[src/rtl/hand_allocator_pkg.sv]
// Shared pool geometry, FSM encoding and the popcount helper used by the
// hand_allocator block and its bitmap.
package hand_alloc_defs;

    localparam int NUM_BLOCKS  = 16;
    localparam int BLOCK_WORDS = 64;
    localparam int ADDR_W      = 10;
    localparam int IDX_W       = 4;
    localparam int OFS_W       = 6;
    localparam int CNT_W       = 5;

    typedef enum logic [1:0] {
        IDLE  = 2'd0,
        SCAN  = 2'd1,
        FOUND = 2'd2,
        FAIL  = 2'd3
    } state_t;

    function automatic logic [CNT_W-1:0] popcount(input logic [NUM_BLOCKS-1:0] v);
        logic [CNT_W-1:0] n;
        n = '0;
        for (int i = 0; i < NUM_BLOCKS; i++) n = n + CNT_W'(v[i]);
        return n;
    endfunction

endpackage

[src/rtl/hand_allocator_if.sv]
// Allocate/release handshake between a requester (master) and the allocator (slave).
interface hand_allocator_if
    import hand_alloc_defs::*;
();
    logic              enable;
    logic              adr_found;
    logic [ADDR_W-1:0] address;
    logic              pool_full;
    logic              free_enable;
    logic [ADDR_W-1:0] free_address;
    logic              free_ack;
    logic              free_err;
    logic [CNT_W-1:0]  used_count;

    modport master (
        output enable, free_enable, free_address,
        input  adr_found, address, pool_full, free_ack, free_err, used_count
    );

    modport slave (
        input  enable, free_enable, free_address,
        output adr_found, address, pool_full, free_ack, free_err, used_count
    );
endinterface

[src/rtl/hand_allocator_block_bitmap.sv]
// Per-block used bitmap with one set port, one clear port, two read-by-index
// ports (scan and free check) and a live popcount.
module block_bitmap
    import hand_alloc_defs::*;
(
    input  logic             clock,
    input  logic             resetn,
    input  logic             set_en,
    input  logic [IDX_W-1:0] set_idx,
    input  logic             clr_en,
    input  logic [IDX_W-1:0] clr_idx,
    input  logic [IDX_W-1:0] scan_idx,
    output logic             scan_bit,
    input  logic [IDX_W-1:0] free_idx,
    output logic             free_bit,
    output logic [CNT_W-1:0] count
);
    logic [NUM_BLOCKS-1:0] used, used_nxt;

    // Set and clear never target the same block: a scan treats a block being freed as used.
    always_comb begin
        used_nxt = used;
        if (set_en) used_nxt[set_idx] = 1'b1;
        if (clr_en) used_nxt[clr_idx] = 1'b0;
    end

    always_ff @(posedge clock or negedge resetn) begin
        if (!resetn) used <= '0;
        else         used <= used_nxt;
    end

    assign scan_bit = used[scan_idx];
    assign free_bit = used[free_idx];
    assign count    = popcount(used);
endmodule

[src/rtl/hand_allocator.sv]
// Fixed-block allocator: round-robin scan of a 16 x 64-word pool with
// level-held grant/full handshake and single-cycle release acknowledgement.
module hand_allocator
    import hand_alloc_defs::*;
(
    input  logic              clock,
    input  logic              resetn,
    hand_allocator_if.slave   bus
);
    state_t            state, state_nxt;
    logic [IDX_W-1:0]  ptr, ptr_nxt, next_ptr, next_ptr_nxt, cnt, cnt_nxt;
    logic [ADDR_W-1:0] addr_q, addr_nxt;
    logic              set_en, scan_bit, free_bit, free_ok, ack_q, err_q;
    logic [IDX_W-1:0]  free_idx;

    assign free_idx = bus.free_address[ADDR_W-1:OFS_W];
    assign free_ok  = bus.free_enable && (bus.free_address[OFS_W-1:0] == '0) && free_bit;

    block_bitmap u_bitmap (
        .clock    (clock),
        .resetn   (resetn),
        .set_en   (set_en),
        .set_idx  (ptr),
        .clr_en   (free_ok),
        .clr_idx  (free_idx),
        .scan_idx (ptr),
        .scan_bit (scan_bit),
        .free_idx (free_idx),
        .free_bit (free_bit),
        .count    (bus.used_count)
    );

    always_comb begin
        state_nxt    = state;
        ptr_nxt      = ptr;
        cnt_nxt      = cnt;
        next_ptr_nxt = next_ptr;
        addr_nxt     = addr_q;
        set_en       = 1'b0;
        case (state)
            IDLE: begin
                if (bus.enable) begin
                    state_nxt = SCAN;
                    ptr_nxt   = next_ptr;
                    cnt_nxt   = '0;
                end
            end
            SCAN: begin
                // Dropping the request wins over a grant so an abandoned scan claims nothing.
                if (!bus.enable) begin
                    state_nxt = IDLE;
                end else if (!scan_bit) begin
                    set_en       = 1'b1;
                    addr_nxt     = {ptr, {OFS_W{1'b0}}};
                    next_ptr_nxt = ptr + 1'b1;
                    state_nxt    = FOUND;
                end else if (cnt == IDX_W'(NUM_BLOCKS - 1)) begin
                    state_nxt = FAIL;
                end else begin
                    ptr_nxt = ptr + 1'b1;
                    cnt_nxt = cnt + 1'b1;
                end
            end
            FOUND, FAIL: begin
                if (!bus.enable) state_nxt = IDLE;
            end
            default: state_nxt = IDLE;
        endcase
    end

    always_ff @(posedge clock or negedge resetn) begin
        if (!resetn) begin
            state    <= IDLE;
            ptr      <= '0;
            cnt      <= '0;
            next_ptr <= '0;
            addr_q   <= '0;
            ack_q    <= 1'b0;
            err_q    <= 1'b0;
        end else begin
            state    <= state_nxt;
            ptr      <= ptr_nxt;
            cnt      <= cnt_nxt;
            next_ptr <= next_ptr_nxt;
            addr_q   <= addr_nxt;
            ack_q    <= free_ok;
            err_q    <= bus.free_enable && !free_ok;
        end
    end

    assign bus.adr_found = (state == FOUND);
    assign bus.pool_full = (state == FAIL);
    assign bus.address   = addr_q;
    assign bus.free_ack  = ack_q;
    assign bus.free_err  = err_q;
endmodule

[src/flat_wrapper.sv]
// flat-port wrapper written by rule: the top's interface ports become plain ports
module hand_allocator_flat import hand_alloc_defs::*;
  (clock, resetn, bus_enable, bus_free_enable, bus_free_address, bus_adr_found, bus_address, bus_pool_full, bus_free_ack, bus_free_err, bus_used_count);
  hand_allocator_if bus_i ();
  input  logic clock;
  input  logic resetn;
  input wire logic [$bits(bus_i.enable)-1:0] bus_enable;
  input wire logic [$bits(bus_i.free_enable)-1:0] bus_free_enable;
  input wire logic [$bits(bus_i.free_address)-1:0] bus_free_address;
  output wire logic [$bits(bus_i.adr_found)-1:0] bus_adr_found;
  output wire logic [$bits(bus_i.address)-1:0] bus_address;
  output wire logic [$bits(bus_i.pool_full)-1:0] bus_pool_full;
  output wire logic [$bits(bus_i.free_ack)-1:0] bus_free_ack;
  output wire logic [$bits(bus_i.free_err)-1:0] bus_free_err;
  output wire logic [$bits(bus_i.used_count)-1:0] bus_used_count;
  assign bus_i.enable = bus_enable;
  assign bus_i.free_enable = bus_free_enable;
  assign bus_i.free_address = bus_free_address;
  assign bus_adr_found = bus_i.adr_found;
  assign bus_address = bus_i.address;
  assign bus_pool_full = bus_i.pool_full;
  assign bus_free_ack = bus_i.free_ack;
  assign bus_free_err = bus_i.free_err;
  assign bus_used_count = bus_i.used_count;
  hand_allocator u_core (.clock(clock), .resetn(resetn), .bus(bus_i));
endmodule
[config.mk]
export PLATFORM = sky130hd
export DESIGN_NAME = hand_allocator_flat
export DESIGN_NICKNAME = d
export VERILOG_FILES = /design/src/rtl/hand_allocator_pkg.sv /design/src/rtl/hand_allocator_if.sv /design/src/rtl/hand_allocator_block_bitmap.sv /design/src/rtl/hand_allocator.sv /design/src/flat_wrapper.sv
export SDC_FILE = /design/constraint.sdc
export NUM_CORES = 1
export LEC_CHECK = 0
export ABC_CLOCK_PERIOD_IN_PS = 3300
export BUFFER_PORTS_ARGS = -buffer_cell sky130_fd_sc_hd__buf_2
export CAP_MARGIN = 20
export CORE_MARGIN = 5
export CORE_UTILIZATION = 50
export CTS_CLUSTER_DIAMETER = 120
export CTS_CLUSTER_SIZE = 10
export DETAILED_ROUTE_END_ITERATION = 6
export PLACE_DENSITY = 0.74
export SKIP_LAST_GASP = 1
export SYNTH_ARGS = -nofsm -noshare
export SYNTH_HDL_FRONTEND = slang
export SYNTH_SLANG_ARGS = --single-unit
[constraint.sdc]
create_clock -name clock -period 3.3 [get_ports clock]
set_clock_uncertainty 0.15 [all_clocks]
set_input_delay 0.165 -clock clock [delete_from_list [all_inputs] [get_ports clock]]
set_output_delay 0.165 -clock clock [all_outputs]
set_load 0.01 [all_outputs]
== Word level (Yosys, flattened, before mapping) ==
Index checks and enable logic that the tools add are counted.
Storage, ports and cells
  register bits: 36
  output and inout port bits: 19
  logic and storage cells: 85
  input bits: 14
Cells by class
  reductions and logical operators: 13
  eq/ne operators: 10
  add/subtract/negate cells: 17
  bitwise logic cells: 4
  $lt $le $gt $ge: 4
  mux-type cells: 29
Operators with widths (number)
  $add A5 B1 Y5: 11
  $mux W16: 2
  $mux W4: 8
  $and A16 B16 Y16: 1
  $not A16 Y16: 1
  $or A16 B16 Y16: 1
  $pmux W4 S2: 2
  $lt A4 B5 Y1 const B: 2
  $mux W2: 5
  $add A4 B1 Y4 const B: 2
  $bmux W1 S4: 2
  $demux W1 S4: 2
  $ge A4 B1 Y1 const B: 2
  $ne A2 B2 Y1 const B: 4
  $mux W1: 7
  $logic_not A6 Y1: 1
  $pmux W2 S3: 1
  $reduce_and A3 Y1: 2
  $add A4 B1 Y5: 1
  $logic_and A1 B1 Y1: 5
  $reduce_and A5 Y1: 1
  $add A3 B1 Y4: 1
  $eq A2 B2 Y1 const B: 2
  $eq A4 B4 Y1 const B: 1
  other kinds (10): 10

== Longest topological paths before layout ==
Gate-level depths: netlist of run 1.
  depth after elaboration: 15
  gate-level depth with buffers: 11
  depth with buffers taken out: 11

== Hierarchy ==
Synthesis of run 1 repeated with hierarchy kept, for this count alone.
Second synthesis, totals
  cell total of the unflattened synthesis: 215
  area, all modules: 2401.1 µm²
Modules (own cells, without submodules)
  block_bitmap: cells each 127, seq. area each 400.4 µm², area an instance 1350.0 µm², times used 1
  hand_allocator: cells each 88, seq. area each 500.5 µm², area an instance 1051.0 µm², times used 1

== Least setup slack after synthesis of run 1 ==
Ideal clock, no wire load.
  kind: register to output
  start point: register u_core.u_bitmap.used[0]
  end point: output port bus_used_count[3]
  cell stages (with the launch flop): 11
  data required time: 2.985 ns
  buffers on the path: 0
  arrival: 3.289 ns
  setup slack: -0.304 ns
  cells stage by stage: dfrtp_1 -> fa_1 -> inv_1 -> fa_1 -> fa_1 -> fa_1 -> inv_1 -> ha_1 -> a21o_1 -> a21oi_1 -> xnor2_1
On the way
  cells in the longest elaborated chain, start to end: 15
Ends and longest elaborated chain
  from (decl): line hand_allocator_block_bitmap.sv:18  | logic [NUM_BLOCKS-1:0] used, used_nxt;
  from (signal assigned): line hand_allocator_block_bitmap.sv:29  | else used <= used_nxt;
  $add A1 B1 Y2: line hand_allocator_pkg.sv:22  | for (int i = 0; i < NUM_BLOCKS; i++) n = n + CNT_W'(v[i]);
  $add A2 B1 Y3: line hand_allocator_pkg.sv:22
  $add A3 B1 Y4: line hand_allocator_pkg.sv:22
  $add A4 B1 Y5: line hand_allocator_pkg.sv:22
  $add A5 B1 Y5 (11 in series): line hand_allocator_pkg.sv:22
  to (decl): line flat_wrapper.sv:15  | output wire logic [$bits(bus_i.used_count)-1:0] bus_used_count;
Every way passes these cells.

== Final worst setup path of run 1 ==
  start point: register u_core.u_bitmap.used[5]
  end point: output port bus_used_count[4]
On the way
  cells in the longest elaborated chain, start to end: 11
Ends and longest elaborated chain (line)
  $add A5 B1 Y5 (11 in series): hand_allocator_pkg.sv:22
Every way passes these cells.

==> results.ini, run 1 <==
[synthesis]
yosysSeqAreaShare=0.372
netlist_area_sq_mm=0.00242
synthDistinctLibCells=42
ys_ff_latch=36
ys_warn_count=0
synthCells=241
syn_area_per_cell_sq_um=10.1

[outcome]
violations=setup timing
status=finished, violations left

[timing]
tns_ps=-2940
setup_slack_ps=-711
hold_viol=0
relSlewSlack=0.458
fin_crit_ps=4010
finalSetupViolCount=5
worst_slew_pin_slew_ps=813
slew_viol_final=0
period_share=1.22
fmax_mhz=249
rsz0062_at_grt=true

[placed_design]
dpl.cell_count=337
dpl.hpwl_um=4180
port_buffers=26
gp_congestion=0.915

[min_path]
min_path_type=in -> reg
whs_path_depth=3

[clock_network]
cts_buffers=5
clock_path_buffers=2
cts_tree=done
cts.sinks=36
clk_pin_slew_worst_paths_ps=70
cts-root-buf=clkbuf_8
htree_levels=2
clock_latency_ps=290

[critical_path]
crit_chain=fa_1 -> inv_2 -> fa_2 -> fa_2 -> fa_2 -> inv_2 -> ha_4 -> inv_2 -> fa_2 -> nor2b_1 -> o21a_1 -> buf_2
reg2reg_depth=8
cp.arrival_ps=3700
crit_type=reg -> out
cp-start-kind=flop
crit_path_end_kind=primary output
cp_top_family=adder cells
crit_buf_inv=4
cp_max_fo=2
critical_path_depth=12
cp_slowest_cell=fa_1
crit_path_frequent_cell=fa_2
required_ps=2980
cpPeakStageDelay_ps=590

[route]
wl_met1_um=2230
drc_errors=0
routedWlPerCell_um=16.0
wirelength_um=5600
drt_pass1_iterations=5
final_antenna_net_count=0
top_layer=met4
drt_iter0_drc=195
vias=1999
dr_wl_met3_um=410
vias_per_cell=5.71
dr_wl_met2_um=2810

[floorplan]
fp.dieW_um=79.6
ioPinCount=33
die_y_um=79.6
start_util=0.513
core_area_sq_mm=0.00472
rows=25
die-area_sq_mm=0.00634

[layout]
antenna_cells=0
instances_no_fill=350
layout.nets=317
final_cell_mix=36 x dfrtp_1, 29 x nor2_1, 24 x buf_2
layout_commonest_cell=dfrtp_1
multi_input_area_sq_mm=0.00137
regArea_sq_um=901
nFillCells=402
layout-drive-gt1-share=0.261
area_growth_pct=17.1

[global_route]
grt_first_pass_wirelength_um=9400
grt_max_degree=37
antenna_found_initial=0
grt-ovfl-total=0
grt_pass1_vias=1999
grt_use_total=0.191

[flow_run]
drv_cap=0

## metrics by stage
stage | instance area (sq um) | setup slack (ps) | hold slack [ps] | util
2_1_floorplan | 2450 | -242 | -281 | -
3_3_place_gp | 2670 | -346 | 148 | 0.566
3_5_place_dp | 2670 | -483 | 151 | 0.566
4_1_cts | 2830 | -712 | 65.8 | 0.599
5_1_grt | 2840 | -814 | 70.6 | 0.601
6_report | 2840 | -711 | 62.6 | 0.601
## repair_timing
item,in CTS,in global routing
pin swaps,7,5
cloned,0,0
setup buffers,2,1
gates resized for setup,8,2
endpoints found under the hold margin,39,0
hold buffers,3,0
setup endpoints to repair,5,5
## path summary, 6_finish.rpt
kind	start	endpoint	slack, ps
setup / recovery	u_core.u_bitmap.used[5]$_DFF_PN0_	bus_used_count[4]	-710
setup reg to reg	u_core.u_bitmap.used[5]$_DFF_PN0_	u_core.u_bitmap.used[7]$_DFF_PN0_	550
hold reg to reg	u_core.bus.address[6]$_DFFE_PN0P_	u_core.bus.address[6]$_DFFE_PN0P_	350
max in group asynchronous	resetn	u_core.u_bitmap.used[4]$_DFF_PN0_	2120
hold / removal	bus_free_address[3]	u_core.bus.free_ack$_DFF_PN0_	60
min in group asynchronous	resetn	u_core.u_bitmap.used[7]$_DFF_PN0_	350
## registers in the layout, indices dropped and copies added, names as in the netlist
name,flops
u_core.next_ptr,4
u_core.bus.address,4
u_core.bus.free_ack,1
u_core.bus.free_err,1
u_core.u_bitmap.used,16
u_core.cnt,4
u_core.state,2
u_core.ptr,4
## layout make-up
cell class	count	area share
tap	67	0.0295
timing repair buffer	48	0.111
multi-input combinational	168	0.483
sequential	36	0.317
clock inverter	1	0.00176
inverter	24	0.0317
clock buffer	6	0.0256
## per-layer routing
layer,vias up,track usage
met1,961,0.237
li1,923,-
met2,96,0.323
met3,19,0.0395
met4,0,0.0756
met5,-,0
## worst register-to-register path, delay by kind of cell, from the launching register on
| kind | cells | cell delay, ps |
|---|---|---|
| compound gates | 3 | 560 |
| buf+inv | 3 | 560 |
| flops | 1 | 410 |
| mux | 1 | 460 |
| simple gates | 1 | 520 |
## logic make-up (layout without fill, tap and decap cells)
| kind of cell | Yosys count | in the layout | share of synthesized area |
|---|---|---|---|
| and+or+nand+nor | 65 | 65 | 0.133 |
| AOI/OAI and AO/OA | 54 | 54 | 0.147 |
| buffers and inverters | 42 | 79 | 0.0811 |
| DFF | 36 | 36 | 0.372 |
| adders and majority gates | 20 | 20 | 0.134 |
| muxes | 19 | 19 | 0.117 |
| xor gates and xnor gates | 4 | 4 | 0.0145 |
| other | 1 | 6 | 0.00155 |
## Yosys cell counts (all sizes together)
cell,number,area share
ha,10,0.052
and2,3,0.0077
o2bb2ai,1,0.0036
xor2,1,0.0036
a21o,1,0.0031
nand4,2,0.0052
mux2i,7,0.029
a41o,2,0.0083
a41oi,1,0.0036
nand3b,2,0.0062
inv,24,0.037
or4b,1,0.0041
nor3,2,0.0041
nand2,5,0.0077
o21ai,5,0.010
nor2b,9,0.023
a311oi,1,0.0036
o211ai,2,0.0062
dfrtp,36,0.37
a221oi,3,0.011
clkbuf,6,0.0093
mux4,7,0.065
nor4,1,0.0026
nand2b,3,0.0077
buf,12,0.035
conb,1,0.0015
nor2,29,0.045
nand3,5,0.010
a31oi,20,0.052
xnor2,3,0.011
a32oi,1,0.0036
and3,2,0.0052
a32o,1,0.0041
fa,10,0.083
o21a,3,0.0093
o311ai,1,0.0036
a21oi,12,0.025
and4,1,0.0036
mux2,5,0.023
Power of run 1 is not shown: default switching activity piles up to over one toggle a cycle in this logic, so the estimate is an artifact.
==> run 2, diff against run 1 <==
--- a/config.mk
+++ b/config.mk
@@ -8,6 +8,7 @@
 export ABC_CLOCK_PERIOD_IN_PS = 3300
 export BUFFER_PORTS_ARGS = -buffer_cell sky130_fd_sc_hd__buf_2
 export CAP_MARGIN = 20
+export CORE_ASPECT_RATIO = 0.9
 export CORE_MARGIN = 5
 export CORE_UTILIZATION = 50
 export CTS_CLUSTER_DIAMETER = 120
@@ -17,4 +18,5 @@
 export SKIP_LAST_GASP = 1
 export SYNTH_ARGS = -nofsm -noshare
 export SYNTH_HDL_FRONTEND = slang
+export SYNTH_HIERARCHICAL = 1
 export SYNTH_SLANG_ARGS = --single-unit
==> run 2 against run 1 <==
The flow still finishes with violations (setup timing). Final cell count shrank 4.9%. Worst setup slack improved by 59 ps. Flip-flop and latch count stayed put. Global-route usage down 0.59 points. Hold slack worse by 32 ps. Design area rose by 1.2%. Critical path depth unchanged. Area after synthesis is 0.88% lower. Sequential share of layout area shrank 0.37 points. First-iteration DRC count up 19%.
==> results.ini, run 2 <==
[synthesis]
synthArstFlopShare=1.00  ; unchanged
synth.most_common_cell=dfrtp_1
synth-edff-count=0  ; unchanged
synthCells=215  ; -11%
synthTopCellsByArea=dfrtp_1 38%, mux4_1 8.8%, fa_1 8.3%, a21oi_1 6.5%, inv_1 5.0%
synth_top_cell_by_area=dfrtp_1
synth_common_cells=36 x dfrtp_1, 32 x inv_1, 31 x a21oi_1
yosysTopAreaCellShare=0.375  ; +0.00329
synthFlopType=dfrtp_1
syn_area_per_cell_sq_um=11.2  ; +11%
ys_warn_count=6  ; +6
netlist_area_sq_mm=0.00240  ; -0.88%
yosysSeqAreaShare=0.375  ; +0.00329
ys_ff_latch=36  ; unchanged
synthDistinctLibCells=43  ; +2.4%

[critical_path]
cp-start-kind=flop
crit_path_end_kind=primary output
cp.arrival_ps=3640  ; -60 ps
cpPeakStageDelay_ps=570  ; -20 ps
crit_start=u_core/u_bitmap/used[9]$_DFF_PN0_
reg2reg_from=u_core/ptr[0]$_DFFE_PN0P_
cp_slowest_cell=fa_1
crit_type=reg -> out
required_ps=2980  ; about the same
crit_chain=inv_2 -> fa_1 -> fa_1 -> fa_1 -> fa_1 -> inv_2 -> ha_4 -> inv_2 -> fa_2 -> nor2b_1 -> o21a_1 -> buf_2
crit_buf_inv=4  ; unchanged
crit_path_frequent_cell=fa_1
cp_top_family=adder cells
cp_max_fo=2  ; unchanged

[min_path]
min-delay-start=bus_free_address[4]
min_path_type=in -> reg

[clock_network]
cts_buffers=5  ; unchanged
cts-root-buf=clkbuf_8
clock_latency_ps=290  ; about the same
htree_levels=2  ; unchanged
clock_path_buffers=2  ; unchanged
cts_tree=done
cts.sinks=36  ; unchanged
clk_pin_slew_worst_paths_ps=70  ; about the same

[route]
drt_iter0_drc=233  ; +19%
wirelength_um=5410  ; -3.4%
drt_pass1_iterations=4  ; -1
routedWlPerCell_um=16.2  ; +1.5%
vias=1869  ; -6.5%
drc_errors=0  ; unchanged
vias_per_cell=5.61  ; -1.7%
final_antenna_net_count=0  ; unchanged

[timing]
hold_viol=0  ; unchanged
fmax_mhz=253  ; +1.5%
relSlewSlack=0.482  ; +0.0237
slew_viol_final=0  ; unchanged
worst_slew_pin_slew_ps=778  ; -35.6 ps
period_share=1.20  ; -0.0179
setup_slack_ps=-652  ; +59.1 ps
fin_crit_ps=3950  ; -59.1 ps
rsz0062_at_grt=true
finalSetupViolCount=5  ; unchanged

[layout]
layout-drive-gt1-share=0.272  ; +0.0109
largest_reg_flops=16  ; unchanged
regMostFlops=u_core/u_bitmap/used
antenna_cells=0  ; unchanged
layout_commonest_cell=dfrtp_1
final_cell_mix=36 x dfrtp_1, 30 x a21oi_1, 24 x buf_2, 24 x inv_1, 18 x buf_4
nFillCells=406  ; +1.0%
area_growth_pct=19.6
layout.nets=299  ; -5.7%

[outcome]
status=finished, violations left
violations=setup timing

[floorplan]
die-area_sq_mm=0.00629  ; -0.74%
start_util=0.506  ; -0.00678
fp.dieW_um=83.0  ; +4.3%
rows=24  ; -4.0%
die_y_um=75.7  ; -4.9%
core_area_sq_mm=0.00474  ; +0.45%
ioPinCount=33  ; unchanged

[global_route]
grt_max_degree=37  ; unchanged
grt-ovfl-total=0  ; unchanged
grt_first_pass_wirelength_um=9010  ; -4.1%
grt_pass1_vias=1801  ; -9.9%
grt_use_total=0.185  ; -0.00586
antenna_found_initial=0  ; unchanged

[placed_design]
gp_congestion=0.882  ; -3.6%
dpl.hpwl_um=3970  ; -4.9%
port_buffers=26  ; unchanged
dp_slack_ps=-453  ; +29.7 ps

[flow_run]
drv_cap=0  ; unchanged

[run 2: worst paths after layout]
path	cells after the start	to	slack [ps]
worst max register to register	6	u_core/next_ptr[1]$_DFFE_PN0P_	430
worst min register to register	1	u_core/next_ptr[1]$_DFFE_PN0P_	340
worst max-delay path	12	bus_used_count[4]	-650
min in group asynchronous	2	u_core/bus.free_ack$_DFF_PN0_	340
max in group asynchronous	2	u_core/ptr[0]$_DFFE_PN0P_	2160
worst min-delay path	3	u_core/bus.free_err$_DFF_PN0_	30
[run 2: logic make-up after synthesis]
logic type,Yosys count,synth area share
buffers and inverters,41,0.0771
flip-flops,36,0.375
other,1,0.00156
XOR/XNOR,5,0.0182
adder cells (fa/ha/maj),17,0.120
multiplexers,26,0.173
AO/OA/AOI/OAI,49,0.119
AND/OR/NAND/NOR,40,0.116
[run 2: metrics by stage]
step                area, sq um   util  hold slack, ps  TNS, ps  instances
global route               2870  0.605            47.2    -3050        333
global placement           2700  0.570             153    -1090        319
floorplan                  2430      -            -281     -556        220
CTS                        2850  0.600            25.2    -2650        332
detailed placement         2700  0.570             140    -1500        319
finish                     2870  0.605            30.7    -2460        333
[run 2: final cells by class]
cell class / instances / area, sq um / share of cell area
multi-input cells: 143 / 1360 / 0.474
flip-flops and latches: 36 / 901 / 0.314
inverters: 33 / 124 / 0.0431
clock inverters: 1 / 5.00 / 0.00174
clock buffers: 6 / 72.6 / 0.0253
well taps: 65 / 81.3 / 0.0283
repair buffers: 49 / 328 / 0.114
[run 2: layer usage]
metal | vias up | wire [um] | track usage
met2 | 103 | 2580 | 0.291
met5 | - | 0 | 0
li1 | 864 | - | -
met3 | 8 | 519 | 0.0616
met4 | 0 | 55 | 0.0581
met1 | 894 | 2250 | 0.246
[run 2: worst register-to-register path: stages, from the launching register on]
cell	delay (ps)
dfrtp_1	560
mux4_1	630
mux2i_1	200
mux2i_1	220
and4bb_1	420
buf_4	230
mux2_1	330
[run 2: timing repair]
action,4_1_cts,5_1_grt
setup buffers,1,1
hold endpoints to repair,39,0
resized for setup,4,7
hold buffers,5,0
pin swaps,3,0
setup endpoints to repair,5,5
Power of run 2 is left out for the same reason.
==> run 3, diff against run 2 <==
--- a/config.mk
+++ b/config.mk
@@ -5,7 +5,7 @@
 export SDC_FILE = /design/constraint.sdc
 export NUM_CORES = 1
 export LEC_CHECK = 0
-export ABC_CLOCK_PERIOD_IN_PS = 3300
+export ABC_CLOCK_PERIOD_IN_PS = 4300
 export BUFFER_PORTS_ARGS = -buffer_cell sky130_fd_sc_hd__buf_2
 export CAP_MARGIN = 20
 export CORE_ASPECT_RATIO = 0.9
@@ -14,7 +14,7 @@
 export CTS_CLUSTER_DIAMETER = 120
 export CTS_CLUSTER_SIZE = 10
 export DETAILED_ROUTE_END_ITERATION = 6
-export PLACE_DENSITY = 0.74
+export PLACE_DENSITY = 0.71
 export SKIP_LAST_GASP = 1
 export SYNTH_ARGS = -nofsm -noshare
 export SYNTH_HDL_FRONTEND = slang
==> constraint.sdc (replaced) <==
create_clock -name clock -period 4.3 [get_ports clock]
set_clock_uncertainty 0.15 [all_clocks]
set_input_delay 0.215 -clock clock [delete_from_list [all_inputs] [get_ports clock]]
set_output_delay 0.215 -clock clock [all_outputs]
set_load 0.01 [all_outputs]
==> run 3 against run 2 <==
The run now ends clean. Clock-buffer cell count rose by 2. Worst setup slack improved by 840 ps. Sequential share of layout area rose by 1.7 points. Global-route usage fell by 1.3 points. Routed wire length fell by 5.9%. Hold slack got worse by 2.0 ps. Final cell count fell by 4.5%. Design area fell by 5.3%. Highest routed layer unchanged.
==> results.ini, run 3 (synthesis results as in run 2) <==
[floorplan]
core_area_sq_mm=0.00474  ; unchanged
die-area_sq_mm=0.00629  ; unchanged
rows=24  ; unchanged
ioPinCount=33  ; unchanged
die_y_um=75.7  ; unchanged
fp.dieW_um=83.0  ; unchanged
start_util=0.506  ; unchanged

[placed_design]
port_buffers=26  ; unchanged
dpl.hpwl_um=3750  ; -5.7%
gp_congestion=0.938  ; +6.4%
placed_area_sq_mm=0.00258  ; -4.7%

[global_route]
grt_max_degree=37  ; unchanged
grt_use_total=0.172  ; -0.0129
grt_first_pass_wirelength_um=8600  ; -4.6%
antenna_found_initial=0  ; unchanged
grt-ovfl-total=0  ; unchanged
grt_pass1_vias=1762  ; -2.2%

[timing]
worst_slew_pin_slew_ps=788  ; +10.4 ps
relSlewSlack=0.475  ; -0.00692
hold_viol=0  ; unchanged
fmax_mhz=243
period_share=0.957
slew_viol_final=0  ; unchanged
fin_crit_ps=4120
finalSetupViolCount=0  ; -5

[critical_path]
cp.arrival_ps=3750  ; +110 ps
crit_type=reg -> out
crit_buf_inv=4  ; unchanged
cpPeakStageDelay_ps=580  ; about the same
crit_path_frequent_cell=fa_1
crit_path_end_kind=primary output
crit_chain=inv_1 -> fa_1 -> fa_1 -> fa_1 -> fa_1 -> inv_1 -> ha_1 -> inv_1 -> fa_1 -> nor2b_1 -> o21a_1 -> buf_2
required_ps=3930  ; +950 ps
cp_top_family=adder cells
cp-start-kind=flop
cp_slowest_cell=fa_1
cp_max_fo=3  ; +1
reg2reg_slack_ps=1050  ; +620 ps

[route]
drt_iter0_drc=171  ; -27%
vias_per_cell=5.53  ; -1.6%
vias=1757  ; -6.0%
wirelength_um=5090  ; -5.9%
routedWlPerCell_um=16.0  ; -1.4%
drt_pass1_iterations=4  ; unchanged
final_antenna_net_count=0  ; unchanged
drc_errors=0  ; unchanged

[clock_network]
clk_pin_slew_worst_paths_ps=70  ; about the same
cts_tree=done
cts_buffers=5  ; unchanged
cts-root-buf=clkbuf_8
htree_levels=2  ; unchanged
clock_path_buffers=2  ; unchanged
clock_latency_ps=280  ; about the same
cts.sinks=36  ; unchanged

[flow_run]
drv_cap=0  ; unchanged

[layout]
largest_reg_flops=16  ; unchanged
regMostFlops=u_core/u_bitmap/used
layout_commonest_cell=dfrtp_1
antenna_cells=0  ; unchanged
layout-drive-gt1-share=0.186  ; -0.0866
final_design_area_no_fill_sq_mm=0.00272  ; -5.3%
final_util=0.573  ; -0.0319
layout.nets=283  ; -5.4%
final_cell_mix=36 x dfrtp_1, 32 x inv_1, 31 x a21oi_1
area_growth_pct=13.3

[min_path]
min_path_type=in -> reg

[outcome]
status=finished, final reports clean

-- run 3: cell types whose count changed in the layout (fill, tap and decap cells not counted), moves of 2 or more --
cell           previous run  this run
inv_2                     8         0
inv_1                    24        32
buf_4                    18         4
buf_2                    24        26
dlygate4sd3_1             5         3
buf_6                     2         0
-- run 3: cell type report --
type	count	area [sq um]
clock buffer	8	90.1
fill	411	2020
inverter	33	124
multi-input combinational	143	1330
sequential	36	901
tap	65	81.3
timing repair buffer	33	190
-- run 3: worst register-to-register path, delay by kind of cell (launching register included) --
family                 cells  cell delay, ps
buffers and inverters      1             220
AOI/OAI and AO/OA          2             300
muxes                      3             990
DFF                        1             660
and+or+nand+nor            2             850
-- run 3: worst paths after layout --
check | startpoint | to | cells past startpoint
max in group asynchronous | resetn | u_core/ptr[1]$_DFFE_PN0P_ | 2
hold / removal | bus_free_enable | u_core/bus.free_err$_DFF_PN0_ | 2
setup reg to reg | u_core/ptr[0]$_DFFE_PN0P_ | u_core/u_bitmap/used[0]$_DFF_PN0_ | 8
hold reg to reg | u_core/next_ptr[1]$_DFFE_PN0P_ | u_core/next_ptr[1]$_DFFE_PN0P_ | 1
setup / recovery | u_core/u_bitmap/used[0]$_DFF_PN0_ | bus_used_count[4] | 12
min in group asynchronous | resetn | u_core/bus.free_err$_DFF_PN0_ | 2
-- run 3: repair_timing --
| action | CTS | global route |
|---|---|---|
| gates resized for setup | 0 | 0 |
| setup buffers | 0 | 3 |
| hold endpoints to repair | 37 | 0 |
| hold buffers | 3 | 0 |
| setup endpoints to repair | 0 | 1 |
-- run 3: through the flow --
stage / setup WS (ps) / TNS [ps] / instances / hold WS, ps
after floorplan: 715 / 0 / 220 / -231
after global placement: 549 / 0 / 304 / 186
after detailed placement: 470 / 0 / 304 / 189
after CTS: 158 / 0 / 315 / 33.3
after global routing: -21.7 / -21.7 / 318 / 47.1
final: 184 / 0 / 318 / 28.8
-- run 3: layer usage --
| metal | share of wire | track usage |
|---|---|---|
| met1 | 0.45 | 0.235 |
| met2 | 0.48 | 0.278 |
| met3 | 0.069 | 0.0454 |
| met4 | 0.0065 | 0.0417 |
| met5 | 0 | 0 |
Power of run 3 is left out for the same reason.
